## src/rtl/key_click_detector_if.sv

```systemverilog
// Bundles the debouncer-side press strobe and the click-classification outputs.
interface key_click_detector_if #(
   parameter int unsigned PRESS_CNT_W = 8
) ();
   logic                   key_pressed_stb_i;
   logic                   single_click_stb_o;
   logic                   double_click_stb_o;
   logic                   busy_o;
   logic [PRESS_CNT_W-1:0] press_cnt_o;

   modport slave (
      input  key_pressed_stb_i,
      output single_click_stb_o,
      output double_click_stb_o,
      output busy_o,
      output press_cnt_o
   );

   modport master (
      output key_pressed_stb_i,
      input  single_click_stb_o,
      input  double_click_stb_o,
      input  busy_o,
      input  press_cnt_o
   );
endinterface

```

## src/rtl/key_click_detector.sv

```systemverilog
// Classifies debounced key presses as single or double clicks within a tick window
// and keeps a wrap-around count of every press.
module key_click_detector #(
   parameter int unsigned CLK_FREQ_MHZ           = 150,
   parameter int unsigned DOUBLE_CLICK_WINDOW_US = 300,
   parameter int unsigned PRESS_CNT_W            = 8
) (
   input  logic                 clk_i,
   input  logic                 srst_i,
   key_click_detector_if.slave  bus
);
   localparam int unsigned W     = CLK_FREQ_MHZ * DOUBLE_CLICK_WINDOW_US;
   localparam int unsigned TMR_W = $clog2(W + 1);

   if (W < 1) begin : g_window_check
      $error("key_click_detector: double-click window must be at least one tick");
   end

   typedef enum logic {
      IDLE = 1'b0,
      WAIT = 1'b1
   } state_e;

   state_e                 state_q, state_d;
   logic [TMR_W-1:0]       timer_q, timer_d;
   logic                   single_q, single_d;
   logic                   double_q, double_d;
   logic                   busy_q, busy_d;
   logic [PRESS_CNT_W-1:0] press_cnt_q, press_cnt_d;

   logic stb;
   assign stb = bus.key_pressed_stb_i;

   // Next-state and output logic; a press on the last window tick beats expiry.
   always_comb begin
      state_d     = state_q;
      timer_d     = timer_q;
      single_d    = 1'b0;
      double_d    = 1'b0;
      press_cnt_d = press_cnt_q;

      if (stb) begin
         press_cnt_d = press_cnt_q + PRESS_CNT_W'(1);
      end

      unique case (state_q)
         IDLE: begin
            if (stb) begin
               state_d = WAIT;
               timer_d = TMR_W'(W - 1);
            end
         end
         WAIT: begin
            if (stb) begin
               double_d = 1'b1;
               state_d  = IDLE;
               timer_d  = '0;
            end else if (timer_q == '0) begin
               single_d = 1'b1;
               state_d  = IDLE;
            end else begin
               timer_d = timer_q - TMR_W'(1);
            end
         end
         default: begin
            state_d = IDLE;
            timer_d = '0;
         end
      endcase

      busy_d = (state_d == WAIT);
   end

   always_ff @(posedge clk_i) begin
      if (srst_i) begin
         state_q     <= IDLE;
         timer_q     <= '0;
         single_q    <= 1'b0;
         double_q    <= 1'b0;
         busy_q      <= 1'b0;
         press_cnt_q <= '0;
      end else begin
         state_q     <= state_d;
         timer_q     <= timer_d;
         single_q    <= single_d;
         double_q    <= double_d;
         busy_q      <= busy_d;
         press_cnt_q <= press_cnt_d;
      end
   end

   assign bus.single_click_stb_o = single_q;
   assign bus.double_click_stb_o = double_q;
   assign bus.busy_o             = busy_q;
   assign bus.press_cnt_o        = press_cnt_q;
endmodule
```

## src/flat_wrapper.sv

```systemverilog
// flat-port wrapper written by rule: the top's interface ports become plain ports
module key_click_detector_flat 
#(
   parameter int unsigned CLK_FREQ_MHZ           = 150,
   parameter int unsigned DOUBLE_CLICK_WINDOW_US = 300,
   parameter int unsigned PRESS_CNT_W            = 8
)
  (clk_i, srst_i, bus_key_pressed_stb_i, bus_single_click_stb_o, bus_double_click_stb_o, bus_busy_o, bus_press_cnt_o);
  key_click_detector_if #(.PRESS_CNT_W(PRESS_CNT_W)) bus_i ();
  input  logic clk_i;
  input  logic srst_i;
  input wire logic [$bits(bus_i.key_pressed_stb_i)-1:0] bus_key_pressed_stb_i;
  output wire logic [$bits(bus_i.single_click_stb_o)-1:0] bus_single_click_stb_o;
  output wire logic [$bits(bus_i.double_click_stb_o)-1:0] bus_double_click_stb_o;
  output wire logic [$bits(bus_i.busy_o)-1:0] bus_busy_o;
  output wire logic [$bits(bus_i.press_cnt_o)-1:0] bus_press_cnt_o;
  assign bus_i.key_pressed_stb_i = bus_key_pressed_stb_i;
  assign bus_single_click_stb_o = bus_i.single_click_stb_o;
  assign bus_double_click_stb_o = bus_i.double_click_stb_o;
  assign bus_busy_o = bus_i.busy_o;
  assign bus_press_cnt_o = bus_i.press_cnt_o;
  key_click_detector #(.CLK_FREQ_MHZ(CLK_FREQ_MHZ), .DOUBLE_CLICK_WINDOW_US(DOUBLE_CLICK_WINDOW_US), .PRESS_CNT_W(PRESS_CNT_W)) u_core (.clk_i(clk_i), .srst_i(srst_i), .bus(bus_i));
endmodule
```

## config.mk

```make
export PLATFORM = sky130hd
export DESIGN_NAME = key_click_detector_flat
export DESIGN_NICKNAME = d
export VERILOG_FILES = /design/src/rtl/key_click_detector_if.sv /design/src/rtl/key_click_detector.sv /design/src/flat_wrapper.sv
export SDC_FILE = /design/constraint.sdc
export NUM_CORES = 1
export LEC_CHECK = 0
export ABC_AREA = 1
export CAP_MARGIN = 10
export CORE_ASPECT_RATIO = 1.1
export CORE_MARGIN = 5
export CORE_UTILIZATION = 40
export DETAILED_ROUTE_END_ITERATION = 8
export DONT_BUFFER_PORTS = 1
export SYNTH_ARGS = -nofsm -noshare
export SYNTH_HDL_FRONTEND = slang
export SYNTH_SLANG_ARGS = --single-unit
```

## constraint.sdc

```tcl
create_clock -name clk_i -period 1.9 [get_ports clk_i]
set_clock_uncertainty 0.2 [all_clocks]
set_input_delay 0.19 -clock clk_i [delete_from_list [all_inputs] [get_ports clk_i]]
set_output_delay 0.19 -clock clk_i [all_outputs]
set_load 0.01 [all_outputs]
```

==> out/metrics.cfg, run 1 <==
[global_routing]
grt_max_degree = 18
antenna_found_initial = 0
grt_pass1_wl_mm = 5.609
grt_overflow = 0
grt_use_total_pct = 14.45
grt_pass1_vias = 1249

[routing]
viasPerCell = 4.775
vias = 1361
wire_per_inst_microns = 11.33
wl_mm = 3.229
drt_iter0_markers = 110
ant_nets = 0
drc = 0
drt_first_pass_iters = 4

[run_status]
status = finished, final reports clean

[floorplanning]
fp.coreArea_sq_um = 3626
die_x_microns = 68.39
io_pins = 14
die_y_microns = 74.23
rows = 23
die_area_sq_um = 5077
start_util_pct = 41.37

[synthesis]
yosysMostFrequentCell = nand2_1
syn_nets = 233
yosysWarnings = 0
syn_avg_cell_area_sq_um = 6.580
synth_cells = 228
synth_top_cell_area_share_pct = 36.03
async_flop_share_pct = 0
synth-seq-cells = 27
synth_top_area_cell = dfxtp_1
synthTopCellsByCount = 50 x nand2_1, 45 x nor2_1, 32 x inv_1
synth_area_leaders = dfxtp_1 36%, nand2_1 13%, nor2_1 11%, inv_1 8.0%, nand3_1 4.7%
ys.flop_type = dfxtp_1
yosys.cell_types.count = 27
ys_seq_area_share_pct = 36.03
synthesis.area_sq_um = 1500
synth_edf_count = 0

[worst_setup_path]
cp-start-kind = flop
r2r_cells = 11
worstPathArrival_ps = 1770
r2r_slack_ps = 150
required_ps = 1920
r2r-start = u_core.timer_q[0]
worstPathMaxFanout = 10
crit_type = reg2reg
end_kind = flop
worstReg2RegEnd = u_core.timer_q[10]

[cells_and_area]
utilization_pct = 45.76
fin_cells = 285
post_route_cells_drive_above_1_share_pct = 11.91
diodes = 0
final_area_sq_um = 1659
nets = 241
area_delta_synth_final_pct = 10.59

[clock_network]
insertion_delay_ps = 280
h-tree-depth = 1
cts_tree = done
clock_path_buffers = 2
cts.sinks = 27
root_buffer = clkbuf_8
cts_buffers = 3
post_cts_buffers = 0
path_clk_slew_ps = 100

[placement]
place_area_sq_um = 1570
dp_cells = 279
dpl_worst_slack_ps = 106.3
gpl.final_weighted_congestion = 0.8591
place.port_buffers = 0
dp_hpwl_mm = 2.405

[pwr]
leakage_nw = 0.7541
ir_worst_vdd_mv = 0.4661
finalPower_mw = 1.323
powerDensity_nw_per_um2 = 797.5

[sta]
worst_slew_pin_slew_ps = 448.9
worst_slack_ps = 150.5
min_period_ps = 1750
finalSetupViolations = 0
hold_violations = 0
slew_violations = 0
hold_ws_ps = 15.66
fmax_ghz = 0.5716
tns_ps = 0
max_slew_margin_pct = 70.03
post-route-period-util_pct = 92.08

[hold_path]
hold_depth = 3
min-delay-start = bus_key_pressed_stb_i
hp-class = in2reg
min_to = u_core.bus.press_cnt_o[1]

[flow_run]
drv_cap = 0

-- sequential cells by signal (all words and copies together) (netlist names) --
| signal | flops |
|---|---|
| u_core.bus.double_click_stb_o | 1 |
| u_core.timer_q | 16 |
| u_core.bus.press_cnt_o | 8 |
| u_core.bus.single_click_stb_o | 1 |
| u_core.state_q | 1 |
-- repair_timing --
item	in CTS	in global routing
setup endpoints to repair	0	13
hold buffers	2	0
hold endpoints to repair	20	0
resized for setup	0	7
-- where the power goes --
| group | switching (mW) | internal, mW |
|---|---|---|
| clock | 0.194 | 0.154 |
| combinational | 0.203 | 0.121 |
| sequential | 0.0489 | 0.602 |
-- critical path, cell delays in order, from the launching register on --
cell,delay [ps]
dfxtp_1,310
inv_1,90
ha_2,210
nand2_1,110
nor2_4,150
nand3_4,130
nand2_4,90
buf_6,160
inv_4,50
nand2_1,60
inv_1,40
nor2_1,100
-- placed cells by master (no fill, tap or decap), types with 2 or more instances in the layout --
| cell type | Yosys | layout |
|---|---|---|
| clkbuf_8 | 0 | 3 |
| nand3_2 | 2 | 2 |
| nor2_4 | 2 | 2 |
| nor2_2 | 3 | 4 |
| nor2_1 | 45 | 44 |
| a21oi_1 | 9 | 9 |
| o21bai_1 | 4 | 4 |
| dfxtp_1 | 27 | 27 |
| buf_4 | 1 | 4 |
| inv_1 | 32 | 31 |
| o21ai_0 | 10 | 10 |
| or2_2 | 2 | 2 |
| nor3_1 | 5 | 4 |
| xor2_1 | 4 | 4 |
| nand4_1 | 5 | 5 |
| nand2_2 | 1 | 2 |
| nand3_1 | 14 | 14 |
| nand2_1 | 50 | 49 |
-- worst max-delay path by stage --
stage	startpoint	endpoint	slack (ps)
after floorplan	u_core.timer_q[0]	u_core.timer_q[1]	310
after global placement	u_core.timer_q[0]	u_core.timer_q[0]	140
after detailed placement	u_core.timer_q[0]	u_core.timer_q[0]	110
after CTS	bus_key_pressed_stb_i	u_core.bus.press_cnt_o[7]	40
after global routing	u_core.timer_q[0]	u_core.timer_q[9]	-2
final	u_core.timer_q[0]	u_core.timer_q[10]	150
-- logic make-up after synthesis --
logic type      share of synthesized area [%]
fa+ha+maj                               1.668
buf+inv                                 10.68
simple gates                            39.95
xor+xnor                                2.335
compound gates                          9.341
flops                                   36.03
-- layout make-up --
class | count | area, sq um
multi-input cells | 163 | 812.0
well taps | 50 | 62.56
inverters | 34 | 130.1
clock buffers | 3 | 41.29
clock inverters | 1 | 8.758
fillers | 394 | 1967
repair buffers | 7 | 63.81
flip-flops and latches | 27 | 540.5
-- metal layers --
layer / vias to the layer above / global-route usage [%] / part of all wire, %
met5: - / 0 / 0
li1: 727 / - / -
met4: 0 / 2.649 / 0.59
met1: 604 / 18.65 / 47
met3: 2 / 4.230 / 5.6
met2: 28 / 23.97 / 47
Note: power is estimated with default switching activity, not from simulation.
==> run 2: changes to the inputs <==
- ABC_AREA: 1 -> not set
- clock period: 1.9 -> 2.1 ns (I/O delays scaled with it)
==> out/metrics.cfg, run 2 <==
[routing]
drt_first_pass_iters = 4  ; unchanged
drt_iter0_markers = 67  ; was 110
wire_per_inst_microns = 15.00  ; was 11.33 microns
viasPerCell = 5.821  ; was 4.775
wl_mm = 2.850  ; was 3.229 mm
drc = 0  ; unchanged
vias = 1106  ; was 1,361
ant_nets = 0  ; unchanged

[floorplanning]
die_area_sq_um = 4458  ; was 5077 sq um
fp.coreArea_sq_um = 3074  ; was 3626 sq um
die_x_microns = 64.12  ; was 68.39 microns
start_util_pct = 41.92  ; was 41.37%
io_pins = 14  ; unchanged
rows = 21  ; was 23
die_y_microns = 69.53  ; was 74.23 microns

[clock_network]
cts_tree = done  ; unchanged
cts_buffers = 3  ; unchanged
path_clk_slew_ps = 140  ; was 100 ps
root_buffer = clkbuf_4  ; was clkbuf_8
insertion_delay_ps = 330  ; was 280 ps
clock_path_buffers = 2  ; unchanged
cts.sinks = 27  ; unchanged
h-tree-depth = 1  ; unchanged

[global_routing]
grt_use_total_pct = 13.28  ; was 14.45%
grt_max_degree = 20  ; was 18
grt_pass1_vias = 1100  ; was 1,249
grt_pass1_wl_mm = 4.885  ; was 5.609 mm
grt_overflow = 0  ; unchanged
antenna_found_initial = 0  ; unchanged

[pwr]
ir_worst_vdd_mv = 0.5642  ; was 0.4661 mV
swShare_pct = 30.44  ; was 33.71%
leakage_nw = 0.5254  ; was 0.7541 nW
clockPowerShare_pct = 21.6  ; was 26.3%
power.switching_mw = 0.3179  ; was 0.4460 mW
powerDensity_nw_per_um2 = 719.6  ; was 797.5 nW/um^2
p_int_mw = 0.7266  ; was 0.8771 mW
comb_power_share_pct = 22.0  ; was 24.4%
seq_power_share_pct = 56.4  ; was 49.2%

[cells_and_area]
nets = 162  ; was 241
diodes = 0  ; unchanged
fill_cells = 309  ; was 394
regMostFlops = u_core.timer_q  ; unchanged
utilization_pct = 47.21  ; was 45.76%
multi_input_area_sq_um = 723.2  ; was 812.0 sq um
largest_register_ffs = 16  ; unchanged
post_route_cells_drive_above_1_share_pct = 17.31  ; was 11.91%
fin_cells = 190  ; was 285
final_cell_mix = 25 x dfxtp_1, 19 x nor2_1, 10 x o21ai_0, 10 x buf_4  ; was 49 x nand2_1, 44 x nor2_1, 31 x inv_1
final_common_cell = dfxtp_1  ; was nand2_1
ff_latch_area_sq_um = 545.5  ; was 540.5 sq um
area_delta_synth_final_pct = 12.62  ; was 10.59%

[sta]
hold_violations = 0  ; unchanged
min_period_ps = 2032  ; was 1750 ps
worst_slack_ps = 67.76  ; was 150.5 ps
post-route-period-util_pct = 96.77  ; was 92.08%
finalSetupViolations = 0  ; unchanged
slew_violations = 0  ; unchanged
hold_ws_ps = 20.39  ; was 15.66 ps
max_slew_margin_pct = 50.13  ; was 70.03%
worst_slew_pin_slew_ps = 745.6  ; was 448.9 ps
fmax_ghz = 0.4921  ; was 0.5716 GHz

[synthesis]
synthSimpleGateAreaFrac_pct = 24.56  ; was 39.95%
synthTopCellsByCount = 27 x dfxtp_1, 19 x nor2_1, 10 x o21ai_0  ; was 50 x nand2_1, 45 x nor2_1, 32 x inv_1
synth_top_family_by_area = simple AND/OR/NAND/NOR gates  ; unchanged
synth_compound_area_share_pct = 20.00  ; was 9.341%
synth_area_leaders = dfxtp_1 42%, nor2_1 5.5%, xor2_1 4.1%, o21ai_0 3.9%, a21oi_1 3.1%  ; was dfxtp_1 36%, nand2_1 13%, nor2_1 11%, inv_1 8.0%, nand3_1 4.7%
synthXorXnorAreaFrac_pct = 6.117  ; was 2.335%
syn_avg_cell_area_sq_um = 8.767  ; was 6.580 sq um
syn_nets = 152  ; was 233
ys_seq_area_share_pct = 41.94  ; was 36.03%
async_flop_share_pct = 0  ; unchanged
synthesis.area_sq_um = 1289  ; was 1500 sq um
synth_mux_area_share_pct = 1.553  ; was 0%
synth_adder_area_share_pct = 1.942  ; was 1.668%
synth_cells = 147  ; was 228
ys.flop_type = dfxtp_1  ; unchanged
yosys.cell_types.count = 42  ; was 27
synth_edf_count = 0  ; unchanged
synth-seq-cells = 27  ; unchanged
synth_top_cell_area_share_pct = 41.94  ; was 36.03%
yosysWarnings = 0  ; unchanged
yosysMostFrequentCell = dfxtp_1  ; was nand2_1
synth_top_area_cell = dfxtp_1  ; unchanged

[worst_setup_path]
required_ps = 2170  ; was 1920 ps
worstPathMaxFanout = 5  ; was 10
crit_type = reg2reg  ; unchanged
end_kind = flop  ; unchanged
worstPathArrival_ps = 2110  ; was 1770 ps
cp-start-kind = flop  ; unchanged

[placement]
gpl.final_weighted_congestion = 0.7588  ; was 0.8591
dp_cells = 182  ; was 279
place.port_buffers = 0  ; unchanged
dpl_worst_slack_ps = 68.25  ; was 106.3 ps
dp_hpwl_mm = 2.068  ; was 2.405 mm

[flow_run]
drv_cap = 0  ; unchanged

[hold_path]
hp-class = in2reg  ; unchanged

[run_status]
status = finished, final reports clean  ; unchanged

-- run 2: changes by cell type after synthesis, moves of 3 or more --
cell and delta:
nand3_1 -11, xnor2_1 +3, o21bai_1 -4, nand2_1 -43, nor2_2 -3, nor2_1 -26, o21a_1 +3, o211ai_1 +3
clkbuf_1 +3, a211oi_1 +5, inv_1 -28, and3_1 +3
-- run 2: per-stage QoR --
stage / area, sq um / power, mW / TNS (ps)
finish: 1451 / 1.044 / 0
detailed placement: 1356 / 0.7988 / 0
global route: 1451 / 1.109 / -11.26
global placement: 1356 / 0.7914 / 0
CTS: 1406 / 1.036 / 0
floorplan: 1289 / 0.7456 / 0
-- run 2: worst paths after layout --
kind	from	endpoint	slack (ps)	depth (start not counted)
worst max-delay path	u_core.timer_q[6]	u_core.timer_q[12]	70	4
worst min-delay path	bus_key_pressed_stb_i	u_core.bus.press_cnt_o[3]	20	3
worst min register to register	u_core.timer_q[14]	u_core.timer_q[14]	320	2
worst max register to register	u_core.timer_q[6]	u_core.timer_q[12]	70	4
-- run 2: kinds of logic after synthesis --
family                     Yosys count
AOI/OAI and AO/OA                   39
muxes                                2
buffers and inverters               11
xor gates and xnor gates             9
and+or+nand+nor                     57
DFF                                 27
adders and majority gates            2
-- run 2: critical path: stages (launching register included) --
cell and delay, ps:
dfxtp_4 400, or4_4 530, or3_4 350, or3b_1 370, a21oi_2 130
-- run 2: layout make-up --
type | instances | area share, %
flip-flops and latches | 27 | 37.59
clock inverters | 1 | 0.5172
repair buffers | 12 | 6.552
multi-input cells | 109 | 49.83
clock buffers | 3 | 1.552
inverters | 4 | 1.034
well taps | 34 | 2.931
-- run 2: per-layer routing --
metal	up-vias	global-route usage, %	part of all wire (%)
met5	-	0	0
met4	0	2.715	0.70
li1	556	-	-
met1	528	14.78	43
met3	2	4.700	4.9
met2	20	23.91	52
-- run 2: repair_timing --
item,4_1_cts,5_1_grt
setup buffers,0,2
hold buffers,2,0
hold endpoints to repair,26,0
endpoints found under the setup margin,0,3
gates resized for setup,0,9
-- run 2: power groups by stage --
| stage | registers (mW) | clock network (mW) | logic [mW] |
|---|---|---|---|
| 4_1_cts | 0.584 | 0.236 | 0.216 |
| 5_1_grt | 0.597 | 0.257 | 0.256 |
| 3_3_place_gp | 0.594 | 0 | 0.197 |
| 6_report | 0.589 | 0.226 | 0.230 |
| 3_5_place_dp | 0.596 | 0 | 0.203 |
| 2_1_floorplan | 0.586 | 0 | 0.159 |
==> run 3: changes to the inputs <==
- SKIP_LAST_GASP: not set -> 1
- clock period: 2.1 -> 2.3 ns (I/O delays scaled with it)
==> out/metrics.cfg, run 3 (synthesis results as in run 2) <==
[worst_setup_path]
max_stage_delay_ps = 410  ; was 530 ps
required_ps = 2360  ; was 2170 ps
crit_family = simple AND/OR/NAND/NOR gates  ; unchanged
path_buf_inv = 0  ; unchanged
worstPathCellList = nor4_4, nand3_1, nor2b_1, or3b_1, a21oi_1  ; was or4_4, or3_4, or3b_1, a21oi_2
worstPathArrival_ps = 2180  ; was 2110 ps
critPathLaunch = u_core.timer_q[2]  ; was u_core.timer_q[6]
r2r-start = u_core.timer_q[2]  ; was u_core.timer_q[6]
cp-start-kind = flop  ; unchanged
crit_type = reg2reg  ; unchanged
critPathSlowestCell = dfxtp_1  ; was or4_4
end_kind = flop  ; unchanged
worstPathMaxFanout = 6  ; was 5

[placement]
place.port_buffers = 0  ; unchanged
dp_hpwl_mm = 2.059  ; was 2.068 mm
gpl.final_weighted_congestion = 0.8269  ; was 0.7588

[global_routing]
use_met1_pct = 16.15  ; was 14.78%
top_usage_layer = met2  ; unchanged
grt_overflow = 0  ; unchanged
grt_util_met2_pct = 21.23  ; was 23.91%
grt_pass1_wl_mm = 4.788  ; was 4.885 mm
grt_pass1_vias = 1058  ; was 1,100
grt_max_degree = 20  ; unchanged
met3_usage_pct = 3.404  ; was 4.700%
antenna_found_initial = 0  ; unchanged
grt_use_total_pct = 13.01  ; was 13.28%

[pwr]
leakage_nw = 0.4911  ; was 0.5254 nW
ir_worst_vdd_mv = 0.2737  ; was 0.5642 mV
powerDensity_nw_per_um2 = 676.7  ; was 719.6 nW/um^2

[sta]
rsz0062_at_grt = no
max_slew_margin_pct = 50.83  ; was 50.13%
min_period_ps = 2117  ; was 2032 ps
tns_ps = 0  ; unchanged
fmax_ghz = 0.4723  ; was 0.4921 GHz
post-route-period-util_pct = 92.06  ; was 96.77%
finalSetupViolations = 0  ; unchanged
slew_violations = 0  ; unchanged
hold_violations = 0  ; unchanged
worst_slew_pin_slew_ps = 735.1  ; was 745.6 ps

[routing]
drt_iter0_markers = 58  ; was 67
ant_nets = 0  ; unchanged
wire_per_inst_microns = 15.52  ; was 15.00 microns
drc = 0  ; unchanged
vias = 1096  ; was 1,106
wl_mm = 2.856  ; was 2.850 mm
viasPerCell = 5.957  ; was 5.821
drt_first_pass_iters = 4  ; unchanged

[floorplanning]
die_y_microns = 69.53  ; unchanged
io_pins = 14  ; unchanged
fp.coreArea_sq_um = 3074  ; unchanged
start_util_pct = 41.92  ; unchanged
die_area_sq_um = 4458  ; unchanged
rows = 21  ; unchanged
die_x_microns = 64.12  ; unchanged

[cells_and_area]
utilization_pct = 44.65  ; was 47.21%
final_common_cell = dfxtp_1  ; unchanged
post_route_cells_drive_above_1_share_pct = 8.667  ; was 17.31%
largest_register_ffs = 16  ; unchanged
area_delta_synth_final_pct = 6.505  ; was 12.62%
final_cell_mix = 27 x dfxtp_1, 19 x nor2_1, 10 x o21ai_0  ; was 25 x dfxtp_1, 19 x nor2_1, 10 x o21ai_0, 10 x buf_4
nets = 156  ; was 162
diodes = 0  ; unchanged
fill_cells = 300  ; was 309
regMostFlops = u_core.timer_q  ; unchanged

[clock_network]
root_buffer = clkbuf_4  ; unchanged
cts_tree = done  ; unchanged
post_cts_buffers = 0  ; unchanged
clock_path_buffers = 2  ; unchanged
path_clk_slew_ps = 140  ; about the same
cts.sinks = 27  ; unchanged
cts_buffers = 3  ; unchanged
h-tree-depth = 1  ; unchanged
insertion_delay_ps = 320  ; was 330 ps

[hold_path]
min-delay-start = bus_key_pressed_stb_i  ; unchanged
hp-class = in2reg  ; unchanged

[flow_run]
drv_cap = 0  ; unchanged

[run_status]
status = finished, final reports clean  ; unchanged

run 3: changes by cell type in the layout (fill, tap and decap cells not counted), sizes merged:
cell	before	now
buf	10	4
clkbuf	3	4
clkinvlp	1	0
run 3: final cells by class:
type	instances	area, sq um	share of cell area [%]
repair buffers	6	50.05	3.646
clock buffers	4	26.28	1.914
multi-input cells	109	698.2	50.87
flip-flops and latches	27	540.5	39.38
inverters	4	15.01	1.094
well taps	34	42.54	3.099
run 3: worst paths after layout:
kind                               end  slack (ps)  depth (start not counted)
min          u_core.bus.press_cnt_o[3]          20                          3
max reg2reg         u_core.timer_q[12]         180                          5
min reg2reg          u_core.timer_q[5]         320                          2
max                 u_core.timer_q[12]         180                          5
run 3: metal layers:
| metal | share of wire (%) | routed length, microns |
|---|---|---|
| met1 | 46 | 1322 |
| met2 | 46 | 1312 |
| met3 | 5.5 | 158 |
| met4 | 2.2 | 62 |
| met5 | 0 | 0 |
run 3: tightest hold or removal path, delay by kind of cell:
kind / cells / cell delay, ps
XOR/XNOR: 1 / 90
AND/OR/NAND/NOR: 2 / 200
run 3: where the power goes:
group	leakage, nW	internal, mW	switching [mW]
sequential	0.222	0.497	0.0391
combinational	0.254	0.0816	0.105
clock	0.0150	0.0679	0.139
total	0.491	0.646	0.283
run 3: stage by stage:
stage | power (mW) | hold slack, ps | worst slack, ps | instance area, sq um | std cells
2_1_floorplan | 0.6807 | 199.6 | 299.2 | 1289 | 147
3_3_place_gp | 0.7145 | 104.9 | 273.2 | 1326 | 178
3_5_place_dp | 0.7202 | 108.5 | 216.9 | 1326 | 178
4_1_cts | 0.9381 | 19.96 | 180.8 | 1373 | 184
5_1_grt | 0.9781 | 48.40 | 19.36 | 1373 | 184
6_report | 0.9288 | 18.52 | 182.7 | 1373 | 184
run 3: repair_timing:
action                     CTS  global route
gates resized for setup      0             0
setup endpoints to repair    0             0
hold endpoints to repair    26             0
hold buffers                 2             0
